==> config.mk <==
export PLATFORM = sky130hd
export DESIGN_NAME = vend_payment_ctrl
export DESIGN_NICKNAME = d
export VERILOG_FILES = /design/src/rtl/vend_pkg.sv /design/src/rtl/vend_stock_bank.sv /design/src/rtl/vend_payment_ctrl.sv
export SDC_FILE = /design/constraint.sdc
export NUM_CORES = 1
export LEC_CHECK = 0
export ABC_AREA = 1
export BUFFER_PORTS_ARGS = -buffer_cell sky130_fd_sc_hd__buf_2
export CAP_MARGIN = 10
export CORE_UTILIZATION = 60
export DETAILED_ROUTE_END_ITERATION = 7
export GPL_TIMING_DRIVEN = 1
export PLACE_DENSITY = 0.81
export SLEW_MARGIN = 40
export SYNTH_ARGS = -nofsm -noshare
export SYNTH_HDL_FRONTEND = slang
export SYNTH_SLANG_ARGS = --single-unit
==> constraint.sdc <==
create_clock -name clk -period 5.1 [get_ports clk]
set_clock_uncertainty 0.05 [all_clocks]
set_input_delay 1.02 -clock clk [delete_from_list [all_inputs] [get_ports clk]]
set_output_delay 1.02 -clock clk [all_outputs]
set_load 0.03 [all_outputs]
==> src/rtl/vend_pkg.sv <==
// Shared types, default widths and helpers for the vending payment controller.
// Latency: n/a (declarations only).
// Backpressure: n/a.
package vend_pkg;

    typedef enum logic [1:0] {
        ST_IDLE     = 2'd0,
        ST_COLLECT  = 2'd1,
        ST_DISPENSE = 2'd2,
        ST_RETURN   = 2'd3
    } state_e;

    localparam int DEF_N_ITEMS  = 4;
    localparam int DEF_PRICE_W  = 4;
    localparam int DEF_CREDIT_W = 6;
    localparam int DEF_STOCK_W  = 4;
    localparam int DEF_TIMEOUT  = 200;

    // a + b clamped to max_val; callers zero-extend narrower operands to 32 bits
    function automatic logic [31:0] sat_add(input logic [31:0] a,
                                            input logic [31:0] b,
                                            input logic [31:0] max_val);
        logic [32:0] sum;
        sum = {1'b0, a} + {1'b0, b};
        if (sum > {1'b0, max_val}) begin
            return max_val;
        end
        return sum[31:0];
    endfunction

endpackage

==> src/rtl/vend_stock_bank.sv <==
// Per-item stock counters with restock (saturating), dispense decrement and a read port.
// Latency: updates visible the cycle after the strobe; read port is combinational off the registers.
// Backpressure: none; every strobe is applied, out-of-range restock indices match no slot.
module vend_stock_bank
    import vend_pkg::*;
#(
    parameter int N_ITEMS = DEF_N_ITEMS,
    parameter int STOCK_W = DEF_STOCK_W,
    parameter int IDX_W   = (N_ITEMS > 1) ? $clog2(N_ITEMS) : 1
) (
    input  logic               clk,
    input  logic               rst_n,
    input  logic               restock_valid,
    input  logic [IDX_W-1:0]   restock_idx,
    input  logic [STOCK_W-1:0] restock_cnt,
    input  logic               dec_valid,
    input  logic [IDX_W-1:0]   dec_idx,
    input  logic [IDX_W-1:0]   rd_idx,
    output logic [STOCK_W-1:0] rd_cnt
);

    localparam logic [31:0] STOCK_MAX = 32'((1 << STOCK_W) - 1);

    logic [STOCK_W-1:0] cnt_q [N_ITEMS];
    logic [STOCK_W-1:0] cnt_d [N_ITEMS];

    // Net update per slot: take the dispensed unit first, then add the restock with saturation,
    // so a coincident decrement and restock land on old - 1 + cnt clamped to STOCK_MAX.
    always_comb begin
        for (int i = 0; i < N_ITEMS; i++) begin
            cnt_d[i] = cnt_q[i];
            if (dec_valid && (dec_idx == IDX_W'(i)) && (cnt_q[i] != '0)) begin
                cnt_d[i] = cnt_q[i] - STOCK_W'(1);
            end
            if (restock_valid && (restock_idx == IDX_W'(i))) begin
                cnt_d[i] = STOCK_W'(sat_add(32'(cnt_d[i]), 32'(restock_cnt), STOCK_MAX));
            end
        end
    end

    // Counter registers, all slots empty out of reset
    always_ff @(posedge clk or negedge rst_n) begin
        if (!rst_n) begin
            for (int i = 0; i < N_ITEMS; i++) begin
                cnt_q[i] <= '0;
            end
        end else begin
            for (int i = 0; i < N_ITEMS; i++) begin
                cnt_q[i] <= cnt_d[i];
            end
        end
    end

    assign rd_cnt = (32'(rd_idx) < 32'(N_ITEMS)) ? cnt_q[rd_idx] : '0;

endmodule

==> src/rtl/vend_payment_ctrl.sv <==
// Multi-item vending payment controller: selection, coin collection, timeout/cancel refund, dispense, change.
// Latency: paying coin -> dispense_valid 2 cycles later -> change_valid 1 cycle after that; all outputs registered.
// Backpressure: none; coins that cannot be taken are bounced with coin_reject, selections while busy are dropped.
module vend_payment_ctrl
    import vend_pkg::*;
#(
    parameter int  N_ITEMS  = DEF_N_ITEMS,
    parameter int  PRICE_W  = DEF_PRICE_W,
    parameter int  CREDIT_W = DEF_CREDIT_W,
    parameter int  STOCK_W  = DEF_STOCK_W,
    parameter int  TIMEOUT  = DEF_TIMEOUT,
    localparam int IDX_W    = (N_ITEMS > 1) ? $clog2(N_ITEMS) : 1
) (
    input  logic                clk,
    input  logic                rst_n,
    input  logic                sel_valid,
    input  logic [IDX_W-1:0]    sel_idx,
    input  logic [PRICE_W-1:0]  price,
    input  logic                coin_valid,
    input  logic [PRICE_W-1:0]  coin_value,
    input  logic                cancel,
    input  logic                restock_valid,
    input  logic [IDX_W-1:0]    restock_idx,
    input  logic [STOCK_W-1:0]  restock_cnt,
    output logic                busy,
    output logic                dispense_valid,
    output logic [IDX_W-1:0]    dispense_idx,
    output logic                change_valid,
    output logic [CREDIT_W-1:0] change_value,
    output logic                coin_reject,
    output logic                sold_out,
    output logic [CREDIT_W-1:0] credit
);

    localparam int               TMR_W    = $clog2(TIMEOUT + 1);
    // Timer hits TIMEOUT-1 on the same edge that moves to RETURN, so compare against one less.
    localparam logic [TMR_W-1:0] TMR_LAST = TMR_W'(TIMEOUT - 2);

    state_e              state;
    logic [IDX_W-1:0]    idx_q;
    logic [PRICE_W-1:0]  price_q;
    logic [TMR_W-1:0]    timer;
    logic [CREDIT_W-1:0] amount;
    logic [STOCK_W-1:0]  sel_stock;
    logic [CREDIT_W:0]   coin_sum;
    logic                sel_ok;
    logic                paid;

    assign coin_sum = {1'b0, credit} + (CREDIT_W + 1)'(coin_value);
    assign sel_ok   = sel_valid && (32'(sel_idx) < 32'(N_ITEMS));
    assign paid     = credit >= CREDIT_W'(price_q);

    vend_stock_bank #(
        .N_ITEMS (N_ITEMS),
        .STOCK_W (STOCK_W),
        .IDX_W   (IDX_W)
    ) u_stock (
        .clk           (clk),
        .rst_n         (rst_n),
        .restock_valid (restock_valid),
        .restock_idx   (restock_idx),
        .restock_cnt   (restock_cnt),
        .dec_valid     (state == ST_DISPENSE),
        .dec_idx       (idx_q),
        .rd_idx        (sel_idx),
        .rd_cnt        (sel_stock)
    );

    // Transaction FSM with credit, timer and registered output pulses
    always_ff @(posedge clk or negedge rst_n) begin
        if (!rst_n) begin
            state          <= ST_IDLE;
            idx_q          <= '0;
            price_q        <= '0;
            timer          <= '0;
            amount         <= '0;
            busy           <= 1'b0;
            dispense_valid <= 1'b0;
            dispense_idx   <= '0;
            change_valid   <= 1'b0;
            change_value   <= '0;
            coin_reject    <= 1'b0;
            sold_out       <= 1'b0;
            credit         <= '0;
        end else begin
            dispense_valid <= 1'b0;
            change_valid   <= 1'b0;
            coin_reject    <= 1'b0;
            sold_out       <= 1'b0;
            case (state)
                ST_IDLE: begin
                    coin_reject <= coin_valid;
                    if (sel_ok) begin
                        if (sel_stock == '0) begin
                            sold_out <= 1'b1;
                        end else begin
                            idx_q   <= sel_idx;
                            price_q <= price;
                            credit  <= '0;
                            timer   <= '0;
                            busy    <= 1'b1;
                            state   <= ST_COLLECT;
                        end
                    end
                end
                ST_COLLECT: begin
                    // Once paid the sale is committed: cancel is moot and further coins bounce.
                    if (paid) begin
                        coin_reject <= coin_valid;
                        state       <= ST_DISPENSE;
                    end else if (cancel) begin
                        coin_reject <= coin_valid;
                        amount      <= credit;
                        state       <= ST_RETURN;
                    end else if (coin_valid && !coin_sum[CREDIT_W]) begin
                        credit <= coin_sum[CREDIT_W-1:0];
                        timer  <= '0;
                    end else begin
                        coin_reject <= coin_valid;
                        if (timer == TMR_LAST) begin
                            amount <= credit;
                            state  <= ST_RETURN;
                        end else begin
                            timer <= timer + TMR_W'(1);
                        end
                    end
                end
                ST_DISPENSE: begin
                    coin_reject    <= coin_valid;
                    dispense_valid <= 1'b1;
                    dispense_idx   <= idx_q;
                    amount         <= credit - CREDIT_W'(price_q);
                    if (credit != CREDIT_W'(price_q)) begin
                        state <= ST_RETURN;
                    end else begin
                        credit <= '0;
                        busy   <= 1'b0;
                        state  <= ST_IDLE;
                    end
                end
                ST_RETURN: begin
                    coin_reject  <= coin_valid;
                    change_valid <= 1'b1;
                    change_value <= amount;
                    credit       <= '0;
                    busy         <= 1'b0;
                    state        <= ST_IDLE;
                end
            endcase
        end
    end

endmodule

==> qor.txt, run 1 <==
Post-synth cell types - 34
H-tree levels - 3
Port buffer count - 40
Post-synth top flop - dfrtp_1
Placed Cells - 646
Worst Path Buf+Inv - 1
Post-Syn Nets - 591
CP arrival - 2.93 ns
RSZ-0062 raised after global routing - false
Share of the synthesized area in the top cell type - 0.361
CTS tree - done
Vias - 3491
Clock latency on the worst-skew pair - 0.35 ns
Reg2reg end - u_stock.cnt_q[6]
CTS Hold Buffers Added - 0
Post-synthesis sequential area ratio - 0.361
Drt total wl - 8.17 mm
Post-Layout Cell Count - 661
Overall Power - 2.47 mW
Vias in the first global route - 3302
Chip width - 83.1 um
Hold Path Class - flip-flop to flip-flop
Initial antenna violation count - 0
Tmin final - 2.76 ns
Reg2Reg Setup Slack - 2.34 ns
Worst vdd ir - 329 uV
FF-to-FF path depth - 9
Post CTS Setup Buffer Count - 0
Total GRT Usage - 0.263
Die extent in y - 83.1 um
Data required, critical path - 5.27 ns
Cells after synthesis - 533
DRT Pass-1 Iters - 4
# resized after CTS - 0
Hold depth - 2
Crit-path leading delay family - simple AND/OR/NAND/NOR gates
Critical Path Slowest Stage Cell - dfrtp_1
Filler cells - 525
Worst slew pin tran - 0.708 ns
Routed len/inst - 12.4 um
Synth async-reset ratio - 1.00
Cell Chain, Critical Path - nor2_4, nand4_1, xor2_1, inv_1, ha_1, fa_1, or2_2, a211oi_1, o21ai_0
Initial core utilization - 0.622
Final TNS setup - 0 ns
Max-Cap Viols - 0
Cell Area, Placed - 4220 um2
Num CTS Buffers - 9
Synth area leader - dfrtp_1
Relative slew slack - 0.528
Yosys reg bits - 57
Final Cycle Share - 0.540
Static leakage - 2.46 nW
Largest net degree at the start of global routing - 58
Pwr dens - 558 nW/um2
Antenna Cells - 0
Largest fanout on the critical path - 10
Status - finished, final reports clean
Max Slew Vio Count - 0
FP Rows - 29
Io pins - 41
Final setup viols - 0
Mapped Area - 3950 um2
Fmax - 363 MHz
Synth warn - 0
Hold WS - 0.415 ns
Worst hold endpoint - busy
Number of synthesized flops with an enable pin - 0
DRT antenna net count - 0
Final nets - 638
Fin. Hold Viols - 0
Hpwl dp - 6.33 mm
Die area - 6910 um2
Startpoint Class - flip-flop
Via-to-Cell Ratio - 5.28
Clk sinks - 57
Top post-synthesis cells by area - dfrtp_1 36%, nand2_1 15%, ha_1 9.5%
HP Start - busy
Delay of the slowest cell on the worst path - 0.43 ns
DRT iter0 DRCs - 167
Syn Area/Cell - 7.41 um2
Synthesis-to-finish area growth - 12.3%
First-pass GRT wire length - 14.6 mm
Final Cell Area - 4440 um2
Root buffer cell - clkbuf_8
Gr ovfl total - 0
Register cell area after layout - 1430 um2
Multi-input gate area - 2210 um2
Reg-to-reg startpoint - state[0]
Crit end category - flip-flop
# DRC - 0
Share of cells above drive strength 1 - 0.123
Crit path kind - flip-flop to flip-flop
Clk slew on worst S/H paths - 0.06 ns
Clock Tree Buf Depth - 2
Final Wtd Congestion - 0.881
Core Area - 6350 um2
-- where the power goes --
group | switching (mW) | internal (mW) | leakage [nW]
combinational | 0.815 | 0.457 | 1.64
sequential | 0.132 | 0.616 | 0.710
clock | 0.180 | 0.275 | 0.112
-- cell usage in the layout, fill, tap and decap left out, drive strengths merged --
master   synthesis  layout
a211oi           1       1
a31o             1       1
o21ai           26      26
fa               6       6
clkbuf           2      13
a21oi           22      22
buf              3      41
clkinv           0       1
a21boi           1       1
nor4             6       6
o21a             5       5
o211ai           1       1
ha              30      30
bufinv           0       1
xnor2            5       5
nand4            8       8
dfrtp           57      57
xor2            15      15
a2bb2oi          1       1
nor3             6       6
inv             76      76
nand3           46      46
nand2          158     158
or2              4       4
nor2            53      53
-- flip-flops by register name, summed over array words and instances (netlist names) --
name	flops
change_value	6
state	2
busy	1
dispense_idx	2
amount	6
price_q	4
change_valid	1
u_stock.cnt_q	16
timer	8
credit	6
coin_reject	1
idx_q	2
dispense_valid	1
sold_out	1
-- kinds of logic (layout without fill, tap and decap cells) --
logic type                 Yosys count  in the layout  synth area share
and+or+nand+nor                    281            281             0.309
DFF                                 57             57             0.361
AOI/OAI and AO/OA                   58             58            0.0805
adders and majority gates           36             36             0.125
xor gates and xnor gates            20             20            0.0443
buffers and inverters               81            132            0.0801
-- worst max-delay path by stage --
stage / start / to / slack [ns] / cells past startpoint
after floorplan: coin_value[0] / credit[1] / 2.54 / 10
after global placement: coin_value[0] / timer[4] / 2.16 / 10
after detailed placement: coin_value[0] / timer[4] / 2.06 / 10
after CTS: state[0] / u_stock.cnt_q[6] / 2.35 / 9
after global routing: state[0] / u_stock.cnt_q[6] / 2.15 / 9
final: state[0] / u_stock.cnt_q[6] / 2.34 / 9
-- area by class of cell --
cell class	count	area share
clock buffer	13	0.0403
clock inverter	2	0.00790
inverter	76	0.0643
multi-input combinational	395	0.497
sequential	57	0.321
tap	77	0.0217
timing repair buffer	41	0.0468
-- synth_stat cells (3+ instances only) --
master	instances
a21oi_1	22
dfrtp_1	57
fa_1	6
ha_1	30
inv_1	73
inv_2	3
nand2_1	155
nand3_1	45
nand4_1	5
nand4_2	3
nor2_1	50
nor3_1	6
nor4_1	6
o21a_1	5
o21ai_0	26
xnor2_1	5
xor2_1	15
-- layer usage --
metal / track usage / wire length, um
met1: 0.338 / 3700
met2: 0.437 / 3970
met3: 0.0368 / 284
met4: 0.133 / 214
met5: 0 / 0
-- through the flow --
step / setup WS, ns / utilization
after floorplan: 2.54 / -
after global placement: 2.16 / 0.665
after detailed placement: 2.06 / 0.665
after CTS: 2.35 / 0.699
after global routing: 2.15 / 0.699
final: 2.34 / 0.699
-- worst reg2reg max path: stages (launching register included) --
cell	delay (ns)
dfrtp_1	0.43
nor2_4	0.30
nand4_1	0.33
xor2_1	0.28
inv_1	0.07
ha_1	0.21
fa_1	0.38
or2_2	0.28
a211oi_1	0.22
o21ai_0	0.10
Note: power is estimated with default switching activity, not from simulation.
==> run 2: changes to the inputs <==
Settings changed: CORE_UTILIZATION 60 to 54, PLACE_DENSITY 0.81 to 0.77.
Clock period 5.1 ns to 2.31 ns, I/O delays scaled along.
==> qor.txt, run 2 (same netlist as run 1, synthesis figures left out) <==
Data required, critical path - 2.47 ns (was 5.27 ns)
Clock Tree Buf Depth - 2 (unchanged)
Most common cell after layout, fill and taps aside - nand2_1 (unchanged)
Die area - 7660 um2 (was 6910 um2)
Routed len/inst - 14.3 um (was 12.4 um)
Most used cells in the layout excluding fill and tap cells - 147 x nand2_1, 65 x inv_1, 56 x dfrtp_1 (was 155 x nand2_1, 73 x inv_1, 57 x dfrtp_1)
Clk sinks - 57 (unchanged)
Cell Area, Placed - 4530 um2 (was 4220 um2)
Root buffer cell - clkbuf_8 (unchanged)
Worst vdd ir - 686 uV (was 329 uV)
Share of cells above drive strength 1 - 0.291 (was 0.123)
Crit path kind - flip-flop to flip-flop (unchanged)
Die extent in y - 87.5 um (was 83.1 um)
Final Wtd Congestion - 0.899 (was 0.881)
Final Cell Area - 5180 um2 (was 4440 um2)
Worst slew pin tran - 0.767 ns (was 0.708 ns)
DRT antenna net count - 0 (unchanged)
Num CTS Buffers - 9 (unchanged)
DRT iter0 DRCs - 213 (was 167)
Pwr dens - 1310 nW/um2 (was 558 nW/um2)
Fin. Hold Viols - 0 (unchanged)
Vias in the first global route - 3571 (was 3302)
Largest fanout on the critical path - 4 (was 10)
Status - finished, violations left (was finished, final reports clean)
Failing checks - setup timing
Final setup viols - 12 (was 0)
Vias - 3870 (was 3491)
H-tree levels - 3 (unchanged)
Initial antenna violation count - 0 (unchanged)
Max reg flops - 16 (unchanged)
Total GRT Usage - 0.267 (was 0.263)
Port buffer count - 40 (unchanged)
Hold WS - 0.0523 ns (was 0.415 ns)
Crit end category - flip-flop (unchanged)
Io pins - 41 (unchanged)
DRT Pass-1 Iters - 4 (unchanged)
Max Slew Vio Count - 0 (unchanged)
Relative slew slack - 0.485 (was 0.528)
Core Area - 6940 um2 (was 6350 um2)
Registers with the most flip-flops - u_stock.cnt_q x16, timer x8 (unchanged)
Final setup margin - -0.244 ns (was 2.34 ns)
Initial core utilization - 0.569 (was 0.622)
Largest Register - u_stock.cnt_q (unchanged)
Via-to-Cell Ratio - 5.32 (was 5.28)
Final nets - 685 (was 638)
Hold Path Class - primary input to async pin (was flip-flop to flip-flop)
Tmin final - 2.55 ns (was 2.76 ns)
Max-Cap Viols - 0 (unchanged)
Overall Power - 6.77 mW (was 2.47 mW)
Chip width - 87.5 um (was 83.1 um)
Largest net degree at the start of global routing - 58 (unchanged)
CTS tree - done (unchanged)
Hpwl dp - 6.80 mm (was 6.33 mm)
Place WS - -0.0997 ns (was 2.06 ns)
Gr ovfl total - 0 (unchanged)
Startpoint Class - flip-flop (unchanged)
Drt total wl - 10.4 mm (was 8.17 mm)
Clock latency on the worst-skew pair - 0.35 ns (about the same)
Final TNS setup - -1.12 ns (was 0 ns)
First-pass GRT wire length - 15.6 mm (was 14.6 mm)
Final Cycle Share - 1.11 (was 0.540)
Fmax - 392 MHz (was 363 MHz)
Static leakage - 2.68 nW (was 2.46 nW)
# DRC - 0 (unchanged)
CP arrival - 2.72 ns (was 2.93 ns)
RSZ-0062 raised after global routing - true (was false)
Synthesis-to-finish area growth - 31.1% (was 12.3%)
Antenna Cells - 0 (unchanged)
FP Rows - 30 (was 29)
Clk slew on worst S/H paths - 0.06 ns (about the same)
[run 2: report_power, final]
part / switching [mW] / internal, mW / leakage, nW
clock network: 0.408 / 0.586 / 0.107
logic: 2.42 / 1.73 / 1.87
registers: 0.267 / 1.36 / 0.708
[run 2: metrics by stage]
stage | util | cells
after floorplan | - | 533
after global placement | 0.652 | 697
after detailed placement | 0.652 | 697
after CTS | 0.697 | 716
after global routing | 0.746 | 728
final | 0.746 | 728
[run 2: repair_timing]
item                                    CTS  global route
pin swaps                                13            19
endpoints found under the setup margin   14            27
hold buffers                              0             0
buffers inserted                          3            12
resized for setup                        24            61
[run 2: layout make-up]
cell class                      count  area [um2]
Sequential cell                    57        1430
Clock buffer                       14         173
Tap cell                           96         120
Inverter                           76         285
Fill cell                         503        1760
Timing Repair Buffer               88         601
Multi-Input combinational cell    395        2540
Clock inverter                      2        35.0
[run 2: metal layers]
layer,routed length [um],part of all wire,track usage,vias up
li1,-,-,-,1891
met1,4380,0.42,0.331,1851
met2,5280,0.51,0.462,101
met3,388,0.037,0.0417,27
met4,346,0.033,0.113,0
met5,0,0,0,-
[run 2: final timing paths]
path	slack, ns	from	to	depth (start not counted)
max	-0.24	state[1]	u_stock.cnt_q[5]	12
min	0.05	rst_n	change_value[2]	2
max reg2reg	-0.24	state[1]	u_stock.cnt_q[5]	12
min reg2reg	0.43	amount[4]	change_value[4]	2
max in group asynchronous	1.88	rst_n	credit[0]	2
min in group clk	0.31	price[3]	price_q[3]	3
[run 2: worst max-delay path: stages, from the launching register on]
cell and delay [ns]:
dfrtp_1 0.36, inv_2 0.06, nor2_4 0.17, buf_6 0.13, nand4_1 0.15, xor2_1 0.26
inv_1 0.08, ha_2 0.20, fa_2 0.35, nand2_2 0.11, a21oi_4 0.08, nor4_2 0.32
a21oi_1 0.09
